File: src/rtl/rw_arbiter.sv
// Read/write request arbiter feeding a single request register from the AR and AW FIFOs.
// Reads win by default; starved writes force a bounded write batch; refresh drains the register first.
module rw_arbiter #(
  parameter int C_NASTI_ID_WIDTH   = 9,
  parameter int C_NASTI_ADDR_WIDTH = 32,
  parameter int C_STARVE_LIMIT     = 16,
  parameter int C_WR_BATCH         = 4
) (
  input  logic                          core_clk,
  input  logic                          core_rst,
  input  logic [C_NASTI_ADDR_WIDTH-1:0] ar_addr,
  input  logic [C_NASTI_ID_WIDTH-1:0]   ar_id,
  input  logic [7:0]                    ar_len,
  input  logic                          rempty_ar,
  output logic                          rinc_ar,
  input  logic [C_NASTI_ADDR_WIDTH-1:0] aw_addr,
  input  logic [C_NASTI_ID_WIDTH-1:0]   aw_id,
  input  logic [7:0]                    aw_len,
  input  logic                          rempty_aw,
  output logic                          rinc_aw,
  input  logic                          ref_req,
  output logic                          ref_ack,
  output logic                          req_valid,
  input  logic                          req_ready,
  output logic                          req_write,
  output logic [C_NASTI_ADDR_WIDTH-1:0] req_addr,
  output logic [C_NASTI_ID_WIDTH-1:0]   req_id,
  output logic [7:0]                    req_len
);

  localparam int SW = $clog2(C_STARVE_LIMIT + 1);
  localparam int BW = $clog2(C_WR_BATCH + 1);
  localparam logic [SW-1:0] STARVE_MAX = SW'(C_STARVE_LIMIT);
  localparam logic [BW-1:0] BATCH_LAST = BW'(C_WR_BATCH - 1);

  typedef enum logic [1:0] {ARB, WBATCH, DRAIN, REFACK} state_t;

  state_t                          state_reg, state_next;
  logic [SW-1:0]                   starve_cnt_reg, starve_cnt_next;
  logic [BW-1:0]                   batch_cnt_reg, batch_cnt_next;
  logic                            req_valid_reg;
  logic                            req_write_reg;
  logic [C_NASTI_ADDR_WIDTH-1:0]   req_addr_reg;
  logic [C_NASTI_ID_WIDTH-1:0]     req_id_reg;
  logic [7:0]                      req_len_reg;
  logic                            load_ok;
  logic                            grant_rd;
  logic                            grant_wr;

  // The register can take a new entry when empty or when its occupant leaves this cycle.
  assign load_ok = !req_valid_reg || req_ready;

  always_comb begin
    state_next      = state_reg;
    starve_cnt_next = starve_cnt_reg;
    batch_cnt_next  = batch_cnt_reg;
    grant_rd        = 1'b0;
    grant_wr        = 1'b0;
    if (!core_rst) begin
      case (state_reg)
        ARB: begin
          if (ref_req) begin
            state_next = DRAIN;
          end else if (starve_cnt_reg == STARVE_MAX) begin
            state_next      = WBATCH;
            starve_cnt_next = '0;
          end else begin
            if (!rempty_ar && load_ok) begin
              grant_rd = 1'b1;
            end else if (!rempty_aw && load_ok) begin
              grant_wr = 1'b1;
            end
            if (grant_wr) begin
              starve_cnt_next = '0;
            end else if (!rempty_aw && starve_cnt_reg != STARVE_MAX) begin
              starve_cnt_next = starve_cnt_reg + 1'b1;
            end
          end
        end
        WBATCH: begin
          if (ref_req) begin
            state_next     = DRAIN;
            batch_cnt_next = '0;
          end else if (rempty_aw) begin
            state_next     = ARB;
            batch_cnt_next = '0;
          end else if (load_ok) begin
            grant_wr        = 1'b1;
            starve_cnt_next = '0;
            // The final grant of a batch hands control straight back to ARB.
            if (batch_cnt_reg == BATCH_LAST) begin
              state_next     = ARB;
              batch_cnt_next = '0;
            end else begin
              batch_cnt_next = batch_cnt_reg + 1'b1;
            end
          end
        end
        DRAIN: begin
          if (load_ok) begin
            state_next = REFACK;
          end
        end
        REFACK: begin
          state_next = ARB;
        end
        default: begin
          state_next = ARB;
        end
      endcase
    end
  end

  always_ff @(posedge core_clk) begin
    if (core_rst) begin
      state_reg      <= ARB;
      starve_cnt_reg <= '0;
      batch_cnt_reg  <= '0;
      req_valid_reg  <= 1'b0;
      req_write_reg  <= 1'b0;
      req_addr_reg   <= '0;
      req_id_reg     <= '0;
      req_len_reg    <= '0;
    end else begin
      state_reg      <= state_next;
      starve_cnt_reg <= starve_cnt_next;
      batch_cnt_reg  <= batch_cnt_next;
      if (grant_rd || grant_wr) begin
        req_valid_reg <= 1'b1;
        req_write_reg <= grant_wr;
        req_addr_reg  <= grant_wr ? aw_addr : ar_addr;
        req_id_reg    <= grant_wr ? aw_id : ar_id;
        req_len_reg   <= grant_wr ? aw_len : ar_len;
      end else if (req_ready) begin
        req_valid_reg <= 1'b0;
      end
    end
  end

  assign rinc_ar   = grant_rd;
  assign rinc_aw   = grant_wr;
  assign ref_ack   = (state_reg == REFACK);
  assign req_valid = req_valid_reg;
  assign req_write = req_write_reg;
  assign req_addr  = req_addr_reg;
  assign req_id    = req_id_reg;
  assign req_len   = req_len_reg;

endmodule

File: config.mk
export PLATFORM = sky130hd
export DESIGN_NAME = rw_arbiter
export DESIGN_NICKNAME = d
export VERILOG_FILES = /design/src/rtl/rw_arbiter.sv
export SDC_FILE = /design/constraint.sdc
export NUM_CORES = 1
export LEC_CHECK = 0
export CAP_MARGIN = 20
export CELL_PAD_IN_SITES_DETAIL_PLACEMENT = 1
export CELL_PAD_IN_SITES_GLOBAL_PLACEMENT = 1
export CORE_MARGIN = 2
export CORE_UTILIZATION = 29
export CTS_BUF_LIST = sky130_fd_sc_hd__clkbuf_2
export CTS_CLUSTER_DIAMETER = 40
export DETAILED_ROUTE_END_ITERATION = 16
export PLACE_DENSITY_LB_ADDON = 0.1
export SKIP_CTS_REPAIR_TIMING = 1
export SLEW_MARGIN = 30
export SYNTH_ARGS = -nofsm -noshare
export SYNTH_HDL_FRONTEND = slang
export SYNTH_SLANG_ARGS = --single-unit
File: constraint.sdc
create_clock -name core_clk -period 5.16 [get_ports core_clk]
set_clock_uncertainty 0.15 [all_clocks]
set_input_delay 1.29 -clock core_clk [delete_from_list [all_inputs] [get_ports core_clk]]
set_output_delay 1.29 -clock core_clk [all_outputs]
set_load 0.1 [all_outputs]
==> impl_metrics.tcl, run 1 <==
set metrics [dict create \
    power_density_mw_per_mm2 244 \
    n_fill_cell 1079 \
    drt_iter0_drc 78 \
    fin_cells 562 \
    clk_pin_slew_ns 0.17 \
    syn2layout_area_growth_pct 62.8 \
    numCtsBuffers 9 \
    dp_cells 546 \
    hold-worst-slack_ns 0.312 \
    antenna_found_initial 0 \
    syn_area_sq_mm 0.00271 \
    io_buffer_count 157 \
    r2r_start "starve_cnt_reg[0]$_SDFFE_PP0P_" \
    cts_root_buf "clkbuf_2" \
    start_util_pct 29.6 \
    drive_above_1_share_pct 7.54 \
    tns_ns 0 \
    insertedDiodeCount 0 \
    reg2reg_setup_slack_ns 2.65 \
    grt_max_degree 55 \
    fin_crit_sh_pct 85.4 \
    ioPinCount 158 \
    grtUsageTotal_pct 18.4 \
    outcome "completed" \
    hp-start "req_addr[26]$_SDFFE_PP0P_" \
    drv_slew 0 \
    cap_violations 0 \
    postRouteAntennaNets 0 \
    crit_chain "clkdlybuf4s50_1, nor2_1, and3_1, o21bai_4, and2_1, buf_12" \
    min_to "req_addr[26]$_SDFFE_PP0P_" \
    finalHoldViolations 0 \
    clock_latency_ns 0.46 \
    place_area_sq_mm 0.00433 \
    arrival_ns 2.96 \
    place.gp.congestion 0.842 \
    power.leakage_nw 1.50 \
    ir_worst_vdd_uv 110 \
    setup_violations 0 \
    relSlewSlack_pct 32.5 \
    path_delay_family "simple AND/OR/NAND/NOR gates" \
    worstSetupPathType "input port to output port" \
    grt_overflow 0 \
    p_total_mw 1.08 \
    stdcell_area_sq_mm 0.00441 \
    cp.required_ns 3.72 \
    dieArea_sq_mm 0.0101 \
    synth_cell_type_count 38 \
    wire_per_inst_um 16.4 \
    first_pass_iters 4 \
    grt_pass1_vias 2942 \
    cts_max_path_buffers 2 \
    yosys_warnings 0 \
    reg2reg_depth 11 \
    hp-class "flip-flop to flip-flop" \
    setup.worst_path.start_class "input port" \
    vias 2868 \
    startpoint "ref_req" \
    synth_top_cell_by_area "dfxtp_1" \
    worst_pin_slew_ns 1.01 \
    syn_inst 300 \
    crit_path_max_incr_delay_ns 0.48 \
    die_x_um 101 \
    wirelength_mm 9.20 \
    cp_slowest_cell "clkdlybuf4s50_1" \
    hold_depth 2 \
    max_freq_ghz 0.227 \
    htree_levels 3 \
    largest_reg_flops 32 \
    synth_area_leaders "dfxtp_1 (45%), a32oi_1 (16%), a21oi_1 (10%), nand2_1 (6.9%), buf_6 (2.5%)" \
    grt_pass1_wl_mm 14.7 \
    fin_nets 553 \
    yosysSeqAreaShare_pct 45.1 \
    synth_top_area_share_pct 45.1 \
    dp_hpwl_mm 6.57 \
    ys_ff_latch 61 \
    syn_nets 407 \
    critPathMaxFanout 7 \
    post-route-min-period_ns 4.40 \
    via_per_inst 5.10 \
    die_h_um 101 \
    core_sq_mm 0.00915 \
    drc 0 \
    end_kind "output port" \
    clock-sinks 61 \
    syn_avg_cell_area_sq_um 9.03 \
    num_rows 35 \
    path_depth 6 \
    crit_buf_inv 2 \
    cts_tree "yes" \
    rsz0062_at_grt "no" \
    r2r_end "req_len[5]$_SDFFE_PP0P_" \
]
==> routing by layer <==
metal	track usage, %	share of wire, %
met1	21.5	41
met2	31.1	50
met3	7.98	8.7
met4	4.43	0.58
met5	0	0
==> cells by family after synthesis <==
group | after synthesis | share of synthesized area [%]
AO/OA/AOI/OAI | 114 | 29.7
AND/OR/NAND/NOR | 83 | 14.9
flip-flops | 61 | 45.1
buffers and inverters | 33 | 6.84
XOR/XNOR | 4 | 1.29
adder cells (fa/ha/maj) | 3 | 1.39
multiplexers | 2 | 0.739
==> layout by cell type (no fill, tap or decap), types with 3 or more instances in the layout <==
cell	netlist	routed
inv_1	4	4
xor2_1	3	3
buf_4	1	6
dfxtp_1	61	61
clkbuf_2	0	11
ha_1	3	3
clkdlybuf4s50_1	0	154
clkinv_2	0	4
a32oi_1	50	50
nor2_1	15	14
a21oi_1	54	54
nand2_1	50	50
==> report_power, final <==
part	switching (mW)	internal, mW
registers	0.0126	0.491
logic	0.209	0.125
clock network	0.176	0.0643
total	0.397	0.680
==> Yosys cell counts <==
library cell	n
ha_1	3
clkbuf_1	11
a21oi_1	54
buf_4	1
o31ai_1	1
nand3b_1	1
and4b_1	1
nor2b_1	1
a32oi_1	50
and2_1	2
and3_1	2
nor2_1	15
buf_2	10
nand4_1	1
inv_1	4
a221oi_4	1
nand3_2	1
buf_6	6
nor3_1	2
xnor2_1	1
o21a_1	1
inv_2	1
nand2b_1	2
o2111ai_1	2
nand4bb_4	1
o21ai_0	1
dfxtp_1	61
o21bai_2	1
a21boi_1	1
nor2b_4	1
o211ai_1	1
mux2i_1	2
nand2b_4	1
and3b_1	1
and2_4	1
o21bai_1	1
xor2_1	3
nand2_1	50
==> area by class of cell <==
class / instances / area [sq um] / share of cell area [%]
timing repair buffer: 163 / 1630 / 37.0
multi-input combinational: 206 / 1320 / 29.9
sequential: 61 / 1220 / 27.7
tap: 111 / 139 / 3.15
clock buffer: 11 / 55.1 / 1.25
clock inverter: 5 / 27.5 / 0.624
inverter: 5 / 18.8 / 0.426
==> worst max path at each step <==
stage          slack (ns)  endpoint
2_1_floorplan        0.85   rinc_aw
3_3_place_gp         0.77   rinc_aw
3_5_place_dp         0.75   rinc_aw
4_1_cts              0.73   rinc_aw
5_1_grt              0.63   rinc_aw
6_report             0.76   rinc_aw
==> per-stage QoR <==
stage / utilization (%) / setup slack [ns]
after floorplan: - / 0.845
after global placement: 47.3 / 0.771
after detailed placement: 47.3 / 0.746
after CTS: 48.2 / 0.735
after global routing: 48.2 / 0.627
final: 48.2 / 0.756
==> worst register-to-register path: stages, from the launching register on <==
cell and delay, ns:
dfxtp_1 0.38, inv_1 0.10, ha_1 0.20, nand4bb_4 0.15
and2_4 0.18, nand3_2 0.09, inv_2 0.06, buf_4 0.29
a221oi_4 0.25, buf_4 0.35, nand2_1 0.13, a21oi_1 0.13
No activity file was read; power rests on OpenSTA's default activity.
==> run 2: changes to the inputs <==
- PLACE_DENSITY_LB_ADDON: 0.1 -> 0.3
==> run 2 against run 1 <==
  * Critical path depth is the same
  * Die area is the same
  * Sequential cell count is the same
  * Clock-buffer cell count shrank 2
  * Wire length grew 2.3%
  * Final cell count shrank 0.36%
  * Non-clock buffer count shrank 1
  * Sequential power is essentially flat
  * Critical path type unchanged
  * Largest cell class unchanged
  * Highest routed layer unchanged
==> impl_metrics.tcl, run 2 (synthesized netlist as in run 1, its figures left out) <==
set metrics [dict create \
    post-route-min-period_ns 4.44 \
    ir_worst_vdd_uv 98.4 \
    arrival_ns 3.00 \
    mostFrequentLayoutCells "clkdlybuf4s50_1 (154), dfxtp_1 (61), a21oi_1 (54)" \
    clock-sinks 61 \
    setup_violations 0 \
    cp_slowest_cell "clkdlybuf4s50_1" \
    cts_root_buf "clkbuf_2" \
    io_buffer_count 157 \
    clock_latency_ns 0.46 \
    fin_crit_sh_pct 86.1 \
    final_util_pct 48.2 \
    drc 0 \
    fin_nets 552 \
    ioPinCount 158 \
    power.leakage_nw 1.48 \
    max_freq_ghz 0.225 \
    dieArea_sq_mm 0.0101 \
    num_rows 35 \
    numCtsBuffers 9 \
    tns_ns 0 \
    n_fill_cell 1076 \
    grtUsageTotal_pct 18.6 \
    largest_reg_flops 32 \
    dp_hpwl_mm 6.62 \
    core_sq_mm 0.00915 \
    stdcell_area_sq_mm 0.00441 \
    cts_max_path_buffers 2 \
    crit_chain "clkdlybuf4s50_1, nor2_1, and3_1, o21bai_4, and2_1, buf_12" \
    hold-worst-slack_ns 0.313 \
    postRouteAntennaNets 0 \
    cts_tree "yes" \
    finalHoldViolations 0 \
    worstSetupPathType "input port to output port" \
    place.gp.congestion 0.823 \
    start_util_pct 29.6 \
    syn2layout_area_growth_pct 62.8 \
    die_x_um 101 \
    place_area_sq_mm 0.00433 \
    cap_violations 0 \
    vias 2909 \
    htree_levels 3 \
    cp.required_ns 3.72 \
    worst_pin_slew_ns 1.01 \
    drt_iter0_drc 69 \
    first_pass_iters 4 \
    rsz0062_at_grt "no" \
    wire_per_inst_um 16.8 \
    relSlewSlack_pct 32.6 \
    antenna_found_initial 0 \
    wirelength_mm 9.41 \
    die_h_um 101 \
    power_density_mw_per_mm2 242 \
    grt_max_degree 52 \
    drive_above_1_share_pct 6.46 \
    via_per_inst 5.19 \
    grt_pass1_vias 2958 \
    hp-class "flip-flop to flip-flop" \
    grt_overflow 0 \
    setup.worst_path.start_class "input port" \
    clk_pin_slew_ns 0.18 \
    grt_pass1_wl_mm 14.7 \
    crit_path_max_incr_delay_ns 0.50 \
    end_kind "output port" \
    drv_slew 0 \
    critPathMaxFanout 7 \
    outcome "completed" \
    final_common_cell "clkdlybuf4s50_1" \
    insertedDiodeCount 0 \
]
run 2: worst paths after layout:
path | depth (start not counted) | from | slack [ns] | end
setup / recovery | 6 | rempty_aw | 0.72 | rinc_aw
hold / removal | 2 | req_len[2]$_SDFFE_PP0P_ | 0.31 | req_len[2]$_SDFFE_PP0P_
setup reg to reg | 11 | starve_cnt_reg[0]$_SDFFE_PP0P_ | 2.46 | req_addr[25]$_SDFFE_PP0P_
hold reg to reg | 2 | req_len[2]$_SDFFE_PP0P_ | 0.31 | req_len[2]$_SDFFE_PP0P_
run 2: per-stage QoR:
stage / setup slack (ns) / total power, mW / cells
2_1_floorplan: 0.845 / 0.715 / 300
3_3_place_gp: 0.764 / 0.846 / 545
3_5_place_dp: 0.736 / 0.851 / 545
4_1_cts: 0.716 / 1.09 / 560
5_1_grt: 0.542 / 1.13 / 560
6_report: 0.716 / 1.07 / 560
run 2: layer usage:
layer  vias up  global-route usage [%]  routed length (um)
li1       1406                       -                   -
met2       102                    33.6                4880
met1      1392                    20.1                3650
met3         9                    6.10                 745
met5         -                       0                   0
met4         0                    7.06                 129
run 2: critical path: cells and delay by family:
family          cells  cell delay [ns]
buf+inv             2             0.69
simple gates        3             0.82
compound gates      1             0.19
run 2: area by class of cell:
type / count / area, sq um / share of cell area (%)
Tap cell: 111 / 139 / 3.15
Clock buffer: 9 / 45.0 / 1.02
Multi-Input combinational cell: 206 / 1320 / 29.9
Sequential cell: 61 / 1220 / 27.7
Timing Repair Buffer: 162 / 1640 / 37.1
Clock inverter: 6 / 31.3 / 0.709
Inverter: 5 / 18.8 / 0.426
run 2: report_power, final:
group	switching, mW	leakage (nW)	internal (mW)
Sequential	0.0126	0.495	0.491
Clock	0.173	0.0463	0.0549
Combinational	0.210	0.940	0.125
==> run 3: changes to the inputs <==
- MAX_ROUTING_LAYER: unset -> met4
==> run 3 against run 2 <==
  * Global-route usage up 0.53 points
  * Setup slack is the same
  * Fmax did not move
  * Sequential share of layout area unchanged
  * Largest cell class unchanged
  * Largest power group unchanged
==> impl_metrics.tcl, run 3 (synthesized netlist as in run 1, its figures left out) <==
set metrics [dict create \
    drv_slew 0 \
    setup.worst_path.start_class "input port" \
    postRouteAntennaNets 0 \
    numCtsBuffers 9 \
    hp-class "flip-flop to flip-flop" \
    first_pass_iters 4 \
    hp-start "req_len[2]$_SDFFE_PP0P_" \
    hold-worst-slack_ns 0.314 \
    finalHoldViolations 0 \
    crit_buf_inv 2 \
    dp_hpwl_mm 6.62 \
    cp.required_ns 3.72 \
    arrival_ns 3.00 \
    clock_latency_ns 0.46 \
    end_kind "output port" \
    largest_reg_flops 32 \
    final_common_cell "clkdlybuf4s50_1" \
    r2r_start "starve_cnt_reg[0]$_SDFFE_PP0P_" \
    tns_ns 0 \
    crit_chain "clkdlybuf4s50_1, nor2_1, and3_1, o21bai_4, and2_1, buf_12" \
    hold_depth 2 \
    num_rows 35 \
    die_h_um 101 \
    insertedDiodeCount 0 \
    grt_max_degree 52 \
    finalWorstSetupSlack_ns 0.716 \
    worst_pin_slew_ns 1.02 \
    grt_pass1_wl_mm 14.7 \
    r2r_end "req_addr[25]$_SDFFE_PP0P_" \
    post-route-min-period_ns 4.44 \
    start_util_pct 29.6 \
    cap_violations 0 \
    grt_pass1_vias 2972 \
    cts_max_path_buffers 2 \
    drt_iter0_drc 76 \
    min_to "req_len[2]$_SDFFE_PP0P_" \
    reg2reg_depth 11 \
    fin_crit_sh_pct 86.1 \
    wirelength_mm 9.44 \
    path_delay_family "simple AND/OR/NAND/NOR gates" \
    vias 2908 \
    power_density_mw_per_mm2 242 \
    crit_path_max_incr_delay_ns 0.50 \
    wire_per_inst_um 16.8 \
    grt_overflow 0 \
    mostFrequentLayoutCells "clkdlybuf4s50_1 (154), dfxtp_1 (61), a21oi_1 (54)" \
    ir_worst_vdd_uv 98.3 \
    cts_tree "yes" \
    critPathMaxFanout 7 \
    htree_levels 3 \
    syn2layout_area_growth_pct 62.8 \
    die_x_um 101 \
    outcome "completed" \
    setup_violations 0 \
    io_buffer_count 157 \
    grtUsageTotal_pct 19.2 \
    dieArea_sq_mm 0.0101 \
    rsz0062_at_grt "no" \
    drc 0 \
    antenna_found_initial 0 \
    pre_cts_ws_ns 0.736 \
    fin_nets 552 \
    max_freq_ghz 0.225 \
    clock-sinks 61 \
    drive_above_1_share_pct 6.46 \
    place.gp.congestion 0.835 \
    path_depth 6 \
    cp_slowest_cell "clkdlybuf4s50_1" \
    clk_pin_slew_ns 0.19 \
    core_sq_mm 0.00915 \
    relSlewSlack_pct 32.1 \
    cts_root_buf "clkbuf_2" \
    worstSetupPathType "input port to output port" \
    power.leakage_nw 1.48 \
    via_per_inst 5.19 \
    reg2reg_setup_slack_ns 2.46 \
    ioPinCount 158 \
]
run 3: area by class of cell:
cell class	count	area (sq um)
fill	1076	4740
timing repair buffer	162	1640
tap	111	139
clock buffer	9	45.0
multi-input combinational	206	1320
clock inverter	6	31.3
inverter	5	18.8
sequential	61	1220
run 3: worst reg2reg max path: cells and delay by family (launching register included):
kind	cells	cell delay [ns]
adder cells (fa/ha/maj)	1	0.20
AND/OR/NAND/NOR	4	0.54
buffers and inverters	4	0.73
AO/OA/AOI/OAI	2	0.66
flip-flops	1	0.36
run 3: per-layer routing:
metal | vias to the layer above | wire, um | track usage [%]
li1 | 1405 | - | -
met1 | 1399 | 3800 | 20.9
met2 | 95 | 4910 | 33.6
met3 | 9 | 600 | 4.85
met4 | 0 | 125 | 7.06
met5 | - | 0 | -
run 3: worst max-delay path by stage:
stage	startpoint	to	slack, ns
finish	rempty_aw	rinc_aw	0.72
global placement	ref_req	rinc_aw	0.76
CTS	ref_req	rinc_aw	0.72
floorplan	ref_req	rinc_aw	0.85
detailed placement	ref_req	rinc_aw	0.74
global route	ref_req	rinc_aw	0.54
run 3: stage by stage:
| step | total power [mW] | cell area (sq um) | instances | util (%) |
|---|---|---|---|---|
| after detailed placement | 0.851 | 4330 | 545 | 47.3 |
| final | 1.07 | 4410 | 560 | 48.2 |
| after global routing | 1.13 | 4410 | 560 | 48.2 |
| after floorplan | 0.715 | 2710 | 300 | - |
| after global placement | 0.846 | 4330 | 545 | 47.3 |
| after CTS | 1.09 | 4410 | 560 | 48.2 |
run 3: power breakdown:
part	switching, mW	internal [mW]	total [mW]
clock network	0.174	0.0550	0.229
logic	0.210	0.125	0.335
registers	0.0126	0.491	0.503
total	0.396	0.671	1.07
